[config.mk]
export PLATFORM = sky130hd
export DESIGN_NAME = md_iter_sequencer
export DESIGN_NICKNAME = d
export VERILOG_FILES = /design/src/rtl/md_iter_sequencer.sv
export SDC_FILE = /design/constraint.sdc
export NUM_CORES = 1
export LEC_CHECK = 0
export BUFFER_PORTS_ARGS = -buffer_cell sky130_fd_sc_hd__buf_4
export CAP_MARGIN = 40
export CORE_ASPECT_RATIO = 2
export CORE_MARGIN = 2
export CORE_UTILIZATION = 36
export DETAILED_ROUTE_END_ITERATION = 10
export GPL_TIMING_DRIVEN = 0
export PLACE_DENSITY = 0.66
export SETUP_SLACK_MARGIN = 0.1
export SLEW_MARGIN = 20
export SYNTH_ARGS = -nofsm -noshare
export SYNTH_HDL_FRONTEND = slang
export SYNTH_SLANG_ARGS = --single-unit
[constraint.sdc]
create_clock -name ap_clk -period 1.8 [get_ports ap_clk]
set_clock_uncertainty 0.15 [all_clocks]
set_input_delay 0 -clock ap_clk [delete_from_list [all_inputs] [get_ports ap_clk]]
set_output_delay 0 -clock ap_clk [all_outputs]
set_load 0.1 [all_outputs]
[src/rtl/md_iter_sequencer.sv]
// md_iter_sequencer: iteration sequencer for a molecular-dynamics step loop.
// Each iteration runs three phases in order: position broadcast, force compute
// and motion update. iter_count advances after each motion update, until it
// reaches the target that was captured at start.
// Optional feature: define MD_SEQ_TIMEOUT_EN to enable a per-phase watchdog
// that parks the block in ERR (seq_err=1) until abort or reset.
module md_iter_sequencer #(
  parameter int ITER_WIDTH     = 32,
  parameter int TIMEOUT_CYCLES = 65535
) (
  input  logic                  ap_clk,
  input  logic                  ap_rst,
  input  logic                  ap_start,
  input  logic                  abort,
  input  logic [ITER_WIDTH-1:0] iter_target,
  input  logic [ITER_WIDTH-1:0] init_step,
  output logic                  pos_start,
  output logic                  frc_start,
  output logic                  mu_start,
  input  logic                  pos_done,
  input  logic                  frc_done,
  input  logic                  mu_done,
  output logic [ITER_WIDTH-1:0] iter_count,
  output logic [2:0]            phase,
  output logic                  ap_idle,
  output logic                  ap_done,
  output logic                  seq_err
);

  typedef enum logic [2:0] {
    S_IDLE  = 3'd0,
    S_POS   = 3'd1,
    S_FRC   = 3'd2,
    S_MU    = 3'd3,
    S_CHECK = 3'd4,
    S_DONE  = 3'd5,
    S_ERR   = 3'd6
  } state_t;

  state_t                state, state_nxt;
  logic                  first_cycle;  // high during the first cycle of any state
  logic [ITER_WIDTH-1:0] target_q;
  logic                  load_run;
  logic                  incr_iter;
  logic                  timeout_hit;

`ifdef MD_SEQ_TIMEOUT_EN
  localparam int TMR_W = $clog2(TIMEOUT_CYCLES + 1);

  logic [TMR_W-1:0] phase_tmr;
  logic             in_phase;

  assign in_phase = (state == S_POS) || (state == S_FRC) || (state == S_MU);

  // Watchdog: counts cycles spent in the current phase, restarting on every entry.
  always_ff @(posedge ap_clk or posedge ap_rst) begin
    if (ap_rst) begin
      phase_tmr <= '0;
    end else if (state_nxt != state) begin
      phase_tmr <= '0;
    end else if (in_phase) begin
      phase_tmr <= phase_tmr + TMR_W'(1);
    end
  end

  // The last permitted cycle is number TIMEOUT_CYCLES, i.e. a count of TIMEOUT_CYCLES-1.
  assign timeout_hit = in_phase && (phase_tmr == TMR_W'(TIMEOUT_CYCLES - 1));
  assign seq_err     = (state == S_ERR);
`else
  assign timeout_hit = 1'b0;
  assign seq_err     = 1'b0;
`endif

  // State register, entry flag, iteration counter and captured target.
  always_ff @(posedge ap_clk or posedge ap_rst) begin
    // NOTE: non-blocking assignments so every register samples pre-edge values.
    if (ap_rst) begin
      state       <= S_IDLE;
      first_cycle <= 1'b0;
      iter_count  <= '0;
      target_q    <= '0;
    end else begin
      state       <= state_nxt;
      first_cycle <= (state_nxt != state);
      if (load_run) begin
        iter_count <= init_step;
        target_q   <= iter_target;
      end else if (incr_iter) begin
        iter_count <= iter_count + ITER_WIDTH'(1);  // wraps naturally at all-ones
      end
    end
  end

  // Next-state and phase-launch logic; abort overrides everything outside IDLE.
  always_comb begin
    // NOTE: every output gets a default first so no path leaves one unassigned (no latches).
    state_nxt = state;
    load_run  = 1'b0;
    incr_iter = 1'b0;
    pos_start = 1'b0;
    frc_start = 1'b0;
    mu_start  = 1'b0;
    ap_done   = 1'b0;
    if (state != S_IDLE && abort) begin
      state_nxt = S_IDLE;
    end else begin
      case (state)
        S_IDLE: begin
          if (ap_start) begin
            state_nxt = S_CHECK;
            load_run  = 1'b1;
          end
        end
        S_CHECK: begin
          state_nxt = (iter_count >= target_q) ? S_DONE : S_POS;
        end
        // Within a phase, done is ignored in the launch cycle.
        S_POS: begin
          pos_start = first_cycle;
          if (!first_cycle && pos_done) state_nxt = S_FRC;
          else if (timeout_hit)         state_nxt = S_ERR;
        end
        S_FRC: begin
          frc_start = first_cycle;
          if (!first_cycle && frc_done) state_nxt = S_MU;
          else if (timeout_hit)         state_nxt = S_ERR;
        end
        S_MU: begin
          mu_start = first_cycle;
          if (!first_cycle && mu_done) begin
            state_nxt = S_CHECK;
            incr_iter = 1'b1;
          end else if (timeout_hit) begin
            state_nxt = S_ERR;
          end
        end
        S_DONE: begin
          ap_done   = 1'b1;
          state_nxt = S_IDLE;
        end
        S_ERR:   state_nxt = S_ERR;  // only abort or reset leaves
        default: state_nxt = S_IDLE;
      endcase
    end
  end

  assign phase   = state;
  assign ap_idle = (state == S_IDLE);

endmodule

==> key figures, run 1 <==
Drt
  – Final WL: 19580 µm
  – First-pass detailed-route iteration total: 8
  – Violation count after the first detailed-routing iteration: 454
  – Number of antenna-violating nets in the routed design: 0
  – WL/cell: 21.37 µm
  – Via-to-Cell Ratio: 5.920
  – Vias after detailed routing: 5423
  – Residual DRC count: 0

Clocking
  – Root buffer cell: clkbuf_16
  – Number of buffers between clock root and the deepest sink: 2
  – TritonCTS clock tree: yes
  – TritonCTS Sinks: 68
  – Total CTS buffers: 9
  – Worst-Skew Late Latency: 0.34 ns
  – Number of levels the H-tree was split into: 3
  – Post-CTS clock slew at the launch and capture registers of the worst setup and hold paths: 0.06 ns

Synthesis
  – Number of warning messages in the yosys log: 0
  – Count of distinct cell types in the synthesized netlist: 56
  – Sequential fraction of the synthesis area: 0.3951
  – List of most frequent post-synthesis cells: dfrtp_1, nand2_1, o21ai_0, a21oi_1, inv_1
  – Cell count after synthesis: 510
  – #FFs+latches synth: 68
  – Synth Flop Type: dfrtp_1
  – Syn_nets: 614
  – Portion of synthesized cell area occupied by the leading cell type: 0.3951
  – Leading post-synthesis cells by cell area: dfrtp_1, ha_1, o21ai_0
  – Most frequently used cell type in the post-synthesis netlist: dfrtp_1
  – Most area-hungry cell type in the Yosys netlist: dfrtp_1
  – Cell area after technology mapping: 0.004307 mm²
  – Number of enable flip-flop cells after synthesis: 0
  – Asr flop ratio synth: 1.000
  – Mean instance size in the synthesized netlist: 8.444 µm²

Timing
  – Max Clock Freq: 0.4684 GHz
  – Count of final max-slew check failures: 0
  – Fraction of the cycle the final worst path needs: 1.186
  – Final WS setup: -0.3350 ns
  – Time the final worst path needs with I/O delays and setup: 2.135 ns
  – Number of hold-slack violations in the final timing report: 0
  – Total of endpoints with negative setup slack in the final report: 65
  – RSZ-0062 raised after global routing: true
  – Worst-case hold slack: 0.05283 ns

Power
  – Switching power share of the total: 0.5188
  – PwrDens: 2002 mW/mm²
  – Worst IR Drop VDD: 0.001431 V
  – Cell-internal power: 8.265 mW
  – Leak: 3.850 nW
  – Clock power frac: 0.119
  – P_sw: 8.912 mW
  – Logic pwr share: 0.695
  – Fraction of power consumed by sequential logic: 0.187

Place
  – Weighted congestion reported at the end of routability-driven placement: 0.8942
  – Number of port buffers: 110
  – Place WS: -0.7381 ns
  – Post-Place Cells: 768
  – Detailed-placement wirelength estimate: 10960 µm
  – Placed Area: 0.005748 mm²

Floorplanning
  – Chip width: 81.34 µm
  – Vert. Die Dim: 158.7 µm
  – Area of the core: 0.01170 mm²
  – Number of top-level design ports: 112
  – Initial standard-cell utilization of the core: 0.3680
  – Site Rows: 56
  – Die ar.: 0.01291 mm²

Run status
  – Failing checks: setup timing
  – Status: finished with violations

Layout
  – Area used by multi-input combinational logic: 0.003288 mm²
  – Fraction of layout instances using a drive strength above 1: 0.5668
  – Synth-to-layout area growth: 99.27%
  – Fillers: 729
  – Sequential cell area: 0.001745 mm²
  – Final Util: 0.7334
  – Final net count: 870
  – Final std cells w/o fill: 916
  – Final non-filler cell area: 0.008582 mm²
  – Count of inserted antenna diode cells: 0

Job
  – Max-cap violations: 0

Setup path
  – Worst r2r src: iter_count[0]$_DFFE_PP0P_
  – Crit start category: register
  – Endpoint required time on the critical path: 1.87 ns
  – Top fanout value on the critical path: 6
  – Register-to-register path setup slack: -0.33 ns
  – Cell-by-cell listing of the critical path: buf_6, ha_4, and3_4, buf_8, nand4_4, o41ai_4, a21boi_2, a221o_1
  – Category of cells accounting for the largest share of critical-path delay: compound AO/OA/AOI/OAI gates
  – Buffers plus inverters on the worst setup path: 2
  – Kind of end point of the critical path: register
  – Critical Setup Path Class: register to register
  – Arrival time at the worst endpoint: 2.21 ns
  – Endpoint of the most critical register-to-register path: iter_count[30]$_DFFE_PP0P_
  – R2R depth: 8
  – Master of the slowest instance on the critical path: dfrtp_2
  – Max stage delay on crit path: 0.40 ns

GRT
  – Gr ovfl total: 0
  – Number of global-route vias before repair: 5234
  – Global-route wire length before repair: 26740 µm
  – Global-route total usage across every layer: 0.2781
  – Antenna violations before repair: 0
  – Maximum number of pins on one net before global-route repair: 30

Worst hold path
  – Worst hold-check path type: primary input to async pin
## cell families (layout without fill, tap and decap cells)
kind of cell	Yosys count	in the layout	synth area share
adders and majority gates	33	33	0.09588
buffers and inverters	75	336	0.07379
muxes	2	2	0.004649
and+or+nand+nor	152	152	0.1822
AOI/OAI and AO/OA	179	179	0.2475
other	1	1	0.0008708
DFF	68	68	0.3951
## routing by layer
metal  GRT usage  up-vias  part of all wire
met5           0        -                 0
met1      0.2824     2612              0.32
li1            -     2371                 -
met4      0.1913        0             0.076
met3     0.04025      128             0.060
met2      0.5043      312              0.54
## cell type report
type,instances,share of cell area
well taps,145,0.02114
inverters,40,0.01793
plain buffers,35,0.06196
clock inverters,5,0.01166
clock buffers,11,0.02712
multi-input cells,367,0.3831
flip-flops and latches,68,0.2034
repair buffers,245,0.2737
## power by group through the flow
stage	clock network (mW)	logic [mW]	registers, mW
finish	2.04	11.9	3.21
global route	2.10	12.5	3.27
CTS	2.04	10.5	3.09
detailed placement	0	8.30	3.15
global placement	0	8.07	3.13
floorplan	0	3.73	5.61
## state kept, by name, summed over array words and instances, names as in the netlist
register,cells
first_cycle,1
phase,3
iter_count,32
target_q,32
## stage by stage
| stage | total power [mW] | TNS, ns |
|---|---|---|
| 6_report | 17.18 | -7.066 |
| 5_1_grt | 17.88 | -10.03 |
| 4_1_cts | 15.63 | -3.932 |
| 3_5_place_dp | 11.45 | -25.87 |
| 3_3_place_gp | 11.20 | -34.69 |
| 2_1_floorplan | 9.345 | -23.10 |
## worst max path at each step
stage,end,startpoint,cells past startpoint,slack [ns]
global route,iter_count[18]$_DFFE_PP0P_,iter_count[0]$_DFFE_PP0P_,10,-0.43
global placement,target_q[26]$_DFFE_PP0P_,phase[1]$_DFF_PP0_,6,-0.88
detailed placement,iter_count[9]$_DFFE_PP0P_,phase[1]$_DFF_PP0_,8,-0.74
CTS,phase[2]$_DFF_PP0_,iter_count[0]$_DFFE_PP0P_,7,-0.27
finish,iter_count[30]$_DFFE_PP0P_,iter_count[0]$_DFFE_PP0P_,8,-0.33
floorplan,iter_count[27]$_DFFE_PP0P_,iter_count[12]$_DFFE_PP0P_,6,-0.42
## worst reg2reg max path, stage by stage (launching register included)
cell	delay [ns]
dfrtp_2	0.40
buf_6	0.12
ha_4	0.12
and3_4	0.20
buf_8	0.11
nand4_4	0.17
o41ai_4	0.39
a21boi_2	0.11
a221o_1	0.26
## layout by cell type (no fill, tap or decap), types with 4 or more instances in the layout
| master | instances |
|---|---|
| nand2_4 | 12 |
| ha_1 | 28 |
| dfrtp_1 | 33 |
| buf_6 | 23 |
| o22ai_2 | 9 |
| nor3_4 | 4 |
| a221o_1 | 4 |
| o21ai_2 | 34 |
| o21ai_1 | 16 |
| o21ai_0 | 9 |
| dfrtp_2 | 35 |
| inv_1 | 38 |
| buf_12 | 8 |
| nand4_1 | 12 |
| a21oi_1 | 40 |
| nor2_1 | 11 |
| o21a_1 | 5 |
| clkbuf_16 | 22 |
| a21oi_2 | 15 |
| nand2_2 | 30 |
| buf_16 | 5 |
| clkbuf_4 | 4 |
| nand3_1 | 11 |
| buf_4 | 146 |
| and4_1 | 5 |
| ha_4 | 5 |
| dlygate4sd3_1 | 66 |
| nand2_1 | 24 |
| o22ai_4 | 6 |
| and3_4 | 4 |
| buf_8 | 11 |
## timing repair
| item | CTS | global route |
|---|---|---|
| pin swaps | 58 | 46 |
| buffers inserted | 38 | 16 |
| endpoints found under the setup margin | 70 | 72 |
| gates resized for setup | 207 | 107 |
| hold buffers | 66 | 0 |
| endpoints found under the hold margin | 106 | 0 |
| gates cloned | 10 | 3 |
No activity file was read; power rests on OpenSTA's default activity.
==> run 2: changes to the inputs <==
==> constraint.sdc (replaced) <==
create_clock -name ap_clk -period 1.8 [get_ports ap_clk]
set_clock_uncertainty 0.15 [all_clocks]
set_input_delay 0.36 -clock ap_clk [delete_from_list [all_inputs] [get_ports ap_clk]]
set_output_delay 0.36 -clock ap_clk [all_outputs]
set_load 0.1 [all_outputs]
==> key figures, run 2 (synthesis results as in run 1) <==
Run status
  – Status: finished with violations
  – Failing checks: setup timing

Power
  – Worst IR Drop VDD: 0.001645 V (+15%)
  – PwrDens: 2165 mW/mm² (+8.2%)
  – Leak: 3.490 nW (-9.3%)

Clocking
  – Root buffer cell: clkbuf_16
  – Worst-Skew Late Latency: 0.35 ns (about the same)
  – Total CTS buffers: 9 (unchanged)
  – TritonCTS clock tree: yes
  – Post-CTS clock slew at the launch and capture registers of the worst setup and hold paths: 0.06 ns (about the same)
  – Number of buffers between clock root and the deepest sink: 2 (unchanged)
  – TritonCTS Sinks: 68 (unchanged)
  – Number of levels the H-tree was split into: 3 (unchanged)

Place
  – Detailed-placement wirelength estimate: 11030 µm (+0.65%)
  – Place WS: -0.4798 ns (+0.2583 ns)
  – Post-Place Cells: 767 (-0.13%)
  – Weighted congestion reported at the end of routability-driven placement: 0.8380 (-6.3%)
  – Number of port buffers: 110 (unchanged)

Timing
  – Number of hold-slack violations in the final timing report: 0 (unchanged)
  – Time the final worst path needs with I/O delays and setup: 2.140 ns (+0.005196 ns)
  – Count of final max-slew check failures: 0 (unchanged)
  – Final WS setup: -0.3402 ns (-0.005196 ns)
  – Fraction of the cycle the final worst path needs: 1.189 (+0.002887)
  – Max Clock Freq: 0.4672 GHz (-0.24%)
  – RSZ-0062 raised after global routing: true
  – Total of endpoints with negative setup slack in the final report: 69 (+6.2%)
  – Worst-case hold slack: 0.06038 ns (+0.007555 ns)

Worst hold path
  – Startpoint of the most critical hold path: iter_target[28]
  – End point of the most critical hold path: target_q[28]$_DFFE_PP0P_
  – Worst Hold Depth: 3
  – Worst hold-check path type: primary input to register

Setup path
  – Arrival time at the worst endpoint: 2.24 ns (+0.03 ns)
  – Crit start category: register
  – Kind of end point of the critical path: register
  – Register-to-register path setup slack: -0.34 ns (about the same)
  – Top fanout value on the critical path: 5 (-1)
  – Critical Setup Path Class: register to register
  – R2R depth: 8 (unchanged)
  – Endpoint of the most critical register-to-register path: iter_count[25]$_DFFE_PP0P_
  – Endpoint required time on the critical path: 1.90 ns (+0.03 ns)
  – Worst r2r src: phase[1]$_DFF_PP0_

Floorplanning
  – Area of the core: 0.01170 mm² (unchanged)
  – Initial standard-cell utilization of the core: 0.3680 (unchanged)
  – Site Rows: 56 (unchanged)
  – Number of top-level design ports: 112 (unchanged)
  – Die ar.: 0.01291 mm² (unchanged)
  – Chip width: 81.34 µm (unchanged)
  – Vert. Die Dim: 158.7 µm (unchanged)

Layout
  – Count of inserted antenna diode cells: 0 (unchanged)
  – Area used by multi-input combinational logic: 0.003187 mm² (-3.1%)
  – Fraction of layout instances using a drive strength above 1: 0.6088 (+0.04196)
  – Fillers: 867 (+19%)
  – Commonest non-fill, non-tap cells in the layout: buf_4, a21oi_1, o21ai_2
  – Most common cell after layout, fill and taps aside: buf_4
  – Final net count: 807 (-7.2%)
  – Final std cells w/o fill: 853 (-6.9%)
  – Sequential cell area: 0.001750 mm² (+0.29%)
  – Synth-to-layout area growth: 84.02%

GRT
  – Maximum number of pins on one net before global-route repair: 31 (+3.3%)
  – Antenna violations before repair: 0 (unchanged)
  – Number of global-route vias before repair: 4921 (-6.0%)
  – Global-route total usage across every layer: 0.2695 (-0.008600)
  – Global-route wire length before repair: 25790 µm (-3.6%)
  – Gr ovfl total: 0 (unchanged)

Job
  – Max-cap violations: 0 (unchanged)

Drt
  – Violation count after the first detailed-routing iteration: 515 (+13%)
  – Residual DRC count: 0 (unchanged)
  – Via-to-Cell Ratio: 6.082 (+2.7%)
  – Number of antenna-violating nets in the routed design: 0 (unchanged)
  – First-pass detailed-route iteration total: 6 (-2)
  – Vias after detailed routing: 5188 (-4.3%)
  – Final WL: 19230 µm (-1.8%)
  – WL/cell: 22.54 µm (+5.5%)
[run 2: cell count changes in the layout (fill, tap and decap cells not counted), sizes merged]
cell / previous run / this run
dlygate4sd3: 66 / 1
clkinvlp: 1 / 4
buf: 193 / 195
bufinv: 3 / 1
clkbuf: 32 / 30
clkinv: 2 / 3
[run 2: metal layers]
metal,vias to the layer above,global-route usage,part of all wire
li1,2248,-,-
met1,2568,0.2851,0.33
met2,276,0.4852,0.54
met3,96,0.03571,0.063
met4,0,0.1719,0.068
met5,-,0,0
[run 2: worst max-delay path by stage]
stage / endpoint / from / slack [ns] / cells past startpoint
2_1_floorplan: frc_start / phase[1]$_DFF_PP0_ / -0.57 / 4
3_5_place_dp: iter_count[7]$_DFFE_PP0P_ / phase[0]$_DFF_PP0_ / -0.48 / 7
5_1_grt: iter_count[25]$_DFFE_PP0P_ / phase[1]$_DFF_PP0_ / -0.35 / 8
4_1_cts: pos_start / phase[1]$_DFF_PP0_ / -0.27 / 5
3_3_place_gp: iter_count[8]$_DFFE_PP0P_ / phase[0]$_DFF_PP0_ / -0.46 / 7
6_report: iter_count[25]$_DFFE_PP0P_ / phase[1]$_DFF_PP0_ / -0.34 / 8
[run 2: area by class of cell]
| cell class | instances | share of cell area |
|---|---|---|
| Timing Repair Buffer | 182 | 0.2243 |
| Inverter | 40 | 0.01942 |
| Tap cell | 145 | 0.02289 |
| Buffer | 35 | 0.07341 |
| Sequential cell | 68 | 0.2209 |
| Clock buffer | 9 | 0.02842 |
| Multi-Input combinational cell | 367 | 0.4021 |
| Clock inverter | 7 | 0.008525 |
[run 2: worst max-delay path: stages (launching register included)]
cell and delay, ns:
dfrtp_4 0.48, buf_8 0.13, nand2b_4 0.15, or3_4 0.41
clkbuf_16 0.20, buf_6 0.14, nand2_1 0.10, o22ai_2 0.07
a2bb2oi_2 0.21
[run 2: timing repair]
action | in CTS | in global routing
hold endpoints to repair | 11 | 0
cloned | 11 | 5
hold buffers | 1 | 0
setup buffers | 31 | 24
pin swaps | 48 | 36
setup endpoints to repair | 71 | 76
resized for setup | 192 | 108
[run 2: power by group]
part           total [mW]  internal [mW]  switching, mW
registers            3.24           2.34          0.902
logic                12.1           4.80           7.31
clock network        1.80           1.06          0.735
total                17.2           8.21           8.95
[run 2: metrics by stage]
stage	instance area, µm²	utilization	total power, mW	TNS [ns]
detailed placement	5809	0.4965	11.68	-19.12
global placement	5769	0.4931	11.45	-24.40
CTS	7272	0.6215	15.51	-9.801
finish	7925	0.6773	17.16	-12.08
global route	7925	0.6773	17.91	-14.24
floorplan	4762	-	9.549	-15.72
==> run 3: changes to the inputs <==
--- a/config.mk
+++ b/config.mk
@@ -5,14 +5,15 @@
 export SDC_FILE = /design/constraint.sdc
 export NUM_CORES = 1
 export LEC_CHECK = 0
-export BUFFER_PORTS_ARGS = -buffer_cell sky130_fd_sc_hd__buf_4
-export CAP_MARGIN = 40
+export CAP_MARGIN = 20
 export CORE_ASPECT_RATIO = 2
 export CORE_MARGIN = 2
 export CORE_UTILIZATION = 36
+export CTS_CLUSTER_SIZE = 28
 export DETAILED_ROUTE_END_ITERATION = 10
+export DONT_BUFFER_PORTS = 1
 export GPL_TIMING_DRIVEN = 0
-export PLACE_DENSITY = 0.66
+export PLACE_DENSITY = 0.58
 export SETUP_SLACK_MARGIN = 0.1
 export SLEW_MARGIN = 20
 export SYNTH_ARGS = -nofsm -noshare
==> key figures, run 3 (synthesis results as in run 1) <==
Timing
  – Final WS setup: -0.8715 ns (-0.5313 ns)
  – Fraction of the cycle the final worst path needs: 1.484 (+0.2952)
  – Number of hold-slack violations in the final timing report: 0 (unchanged)
  – Max Clock Freq: 0.3743 GHz (-20%)
  – Slew @ Worst Pin: 0.9785 ns
  – Count of final max-slew check failures: 0 (unchanged)
  – Worst-case hold slack: 0.02290 ns (-0.03748 ns)
  – RSZ-0062 raised after global routing: true
  – Time the final worst path needs with I/O delays and setup: 2.671 ns (+0.5313 ns)
  – Total of endpoints with negative setup slack in the final report: 73 (+5.8%)
  – Slew HR: 0.3456

Setup path
  – Register-to-register path setup slack: -0.68 ns (-0.34 ns)
  – Kind of end point of the critical path: output port
  – Endpoint required time on the critical path: 1.29 ns (-0.61 ns)
  – Critical Setup Path Class: register to output port
  – Crit start category: register
  – Endpoint of the most critical register-to-register path: iter_count[30]$_DFFE_PP0P_
  – Worst r2r src: iter_count[0]$_DFFE_PP0P_
  – Top fanout value on the critical path: 3 (-2)
  – R2R depth: 7 (-1)
  – Arrival time at the worst endpoint: 2.16 ns (-0.08 ns)
  – Max stage delay on crit path: 0.80 ns (+0.32 ns)
  – Cell-by-cell listing of the critical path: buf_8, nor2b_4, nand2_4, nor3_4
  – Master of the slowest instance on the critical path: nor3_4

Clocking
  – TritonCTS clock tree: yes
  – TritonCTS Sinks: 68 (unchanged)
  – Worst-Skew Late Latency: 0.34 ns (about the same)
  – Total CTS buffers: 9 (unchanged)
  – Number of levels the H-tree was split into: 3 (unchanged)
  – Root buffer cell: clkbuf_16
  – Post-CTS clock slew at the launch and capture registers of the worst setup and hold paths: 0.06 ns (about the same)
  – Number of buffers between clock root and the deepest sink: 2 (unchanged)

Drt
  – Vias after detailed routing: 4645 (-10%)
  – WL/cell: 24.13 µm (+7.0%)
  – First-pass detailed-route iteration total: 8 (+2)
  – Number of antenna-violating nets in the routed design: 0 (unchanged)
  – Residual DRC count: 0 (unchanged)
  – Via-to-Cell Ratio: 6.120 (+0.62%)
  – Violation count after the first detailed-routing iteration: 324 (-37%)
  – Final WL: 18310 µm (-4.8%)

Floorplanning
  – Initial standard-cell utilization of the core: 0.3680 (unchanged)
  – Chip width: 81.34 µm (unchanged)
  – Number of top-level design ports: 112 (unchanged)
  – Vert. Die Dim: 158.7 µm (unchanged)
  – Area of the core: 0.01170 mm² (unchanged)
  – Die ar.: 0.01291 mm² (unchanged)
  – Site Rows: 56 (unchanged)

Worst hold path
  – Startpoint of the most critical hold path: init_step[1]
  – End point of the most critical hold path: iter_count[1]$_DFFE_PP0P_
  – Worst Hold Depth: 2 (-1)
  – Worst hold-check path type: primary input to register

Layout
  – Synth-to-layout area growth: 68.42%
  – Most common cell after layout, fill and taps aside: a21oi_1
  – Fraction of layout instances using a drive strength above 1: 0.4788 (-0.1299)
  – Commonest non-fill, non-tap cells in the layout: a21oi_1, inv_1, nand2_1, dlygate4sd3_1, dfrtp_1
  – Count of inserted antenna diode cells: 0 (unchanged)
  – Fillers: 936 (+8.0%)
  – Final net count: 713 (-12%)
  – Final std cells w/o fill: 759 (-11%)

GRT
  – Met2 Usage GRT: 0.4875 (+0.002342)
  – Antenna violations before repair: 0 (unchanged)
  – Global-route wire length before repair: 26160 µm (+1.4%)
  – Global-route total usage across every layer: 0.2763 (+0.006720)
  – Gr ovfl total: 0 (unchanged)
  – GRT busiest layer: met2
  – GR Util met1: 0.2759 (-0.009220)
  – M3 GR Usage: 0.06066 (+0.02494)
  – Maximum number of pins on one net before global-route repair: 31 (unchanged)
  – Number of global-route vias before repair: 4706 (-4.4%)

Power
  – Leak: 2.998 nW (-14%)
  – PwrDens: 2201 mW/mm² (+1.7%)
  – Worst IR Drop VDD: 0.001093 V (-34%)
  – Total power: 15.97 mW (-6.9%)

Place
  – Detailed-placement wirelength estimate: 10880 µm (-1.4%)
  – Post-Place Cells: 657 (-14%)
  – Weighted congestion reported at the end of routability-driven placement: 0.8865 (+5.8%)
  – Number of port buffers: 0 (-100%)

Run status
  – Status: finished with violations
  – Failing checks: setup timing

Job
  – Max-cap violations: 0 (unchanged)
run 3: cell types whose count changed in the layout (fill, tap and decap cells not counted), moves of 6 or more:
cell	delta
buf_4	-123
dlygate4sd3_1	+33
dfrtp_2	-28
dfrtp_4	+28
o21ai_2	-8
buf_8	+7
buf_12	-6
o21ai_0	+6
run 3: worst max-delay path, delay by kind of cell, from the launching register on:
family	cells	cell delay [ns]
flip-flops	1	0.62
buffers and inverters	1	0.15
AND/OR/NAND/NOR	3	1.05
run 3: area by class of cell:
cell class | count | area (µm²) | share of cell area
Buffer | 33 | 549.3 | 0.07573
Inverter | 40 | 153.9 | 0.02122
Sequential cell | 68 | 1821 | 0.2510
Multi-Input combinational cell | 367 | 3152 | 0.4345
Clock inverter | 5 | 61.31 | 0.008453
Tap cell | 145 | 181.4 | 0.02501
Timing Repair Buffer | 90 | 1092 | 0.1506
Clock buffer | 11 | 242.7 | 0.03347
run 3: what timing repair did:
action	in CTS	in global routing
hold buffers	33	1
endpoints found under the setup margin	72	73
resized for setup	185	122
gates cloned	16	3
endpoints found under the hold margin	52	1
pin swaps	56	31
setup buffers	32	11
run 3: worst max-delay path by stage:
stage | startpoint | endpoint | slack [ns]
after floorplan | phase[1]$_DFF_PP0_ | frc_start | -0.57
after global placement | phase[1]$_DFF_PP0_ | iter_count[8]$_DFFE_PP0P_ | -0.75
after detailed placement | phase[1]$_DFF_PP0_ | iter_count[5]$_DFFE_PP0P_ | -0.77
after CTS | phase[1]$_DFF_PP0_ | frc_start | -0.89
after global routing | phase[1]$_DFF_PP0_ | frc_start | -0.92
final | phase[1]$_DFF_PP0_ | frc_start | -0.87
run 3: per-layer routing:
metal	routed length [µm]	part of all wire
met2	9776	0.53
met5	0	0
met3	1256	0.069
met1	5875	0.32
met4	1406	0.077
run 3: where the power goes:
group	internal, mW	leakage (nW)	switching (mW)
Clock	1.11	0.138	0.736
Combinational	3.85	2.09	4.10
Sequential	2.45	0.773	3.72
run 3: per-stage QoR:
| step | setup TNS [ns] | instance area (µm²) | setup WS (ns) | util |
|---|---|---|---|---|
| detailed placement | -37.85 | 4984 | -0.7709 | 0.4259 |
| CTS | -44.99 | 6937 | -0.8879 | 0.5928 |
| global placement | -38.13 | 4943 | -0.7532 | 0.4225 |
| finish | -34.34 | 7253 | -0.8715 | 0.6199 |
| floorplan | -15.72 | 4762 | -0.5699 | - |
| global route | -37.71 | 7253 | -0.9177 | 0.6199 |
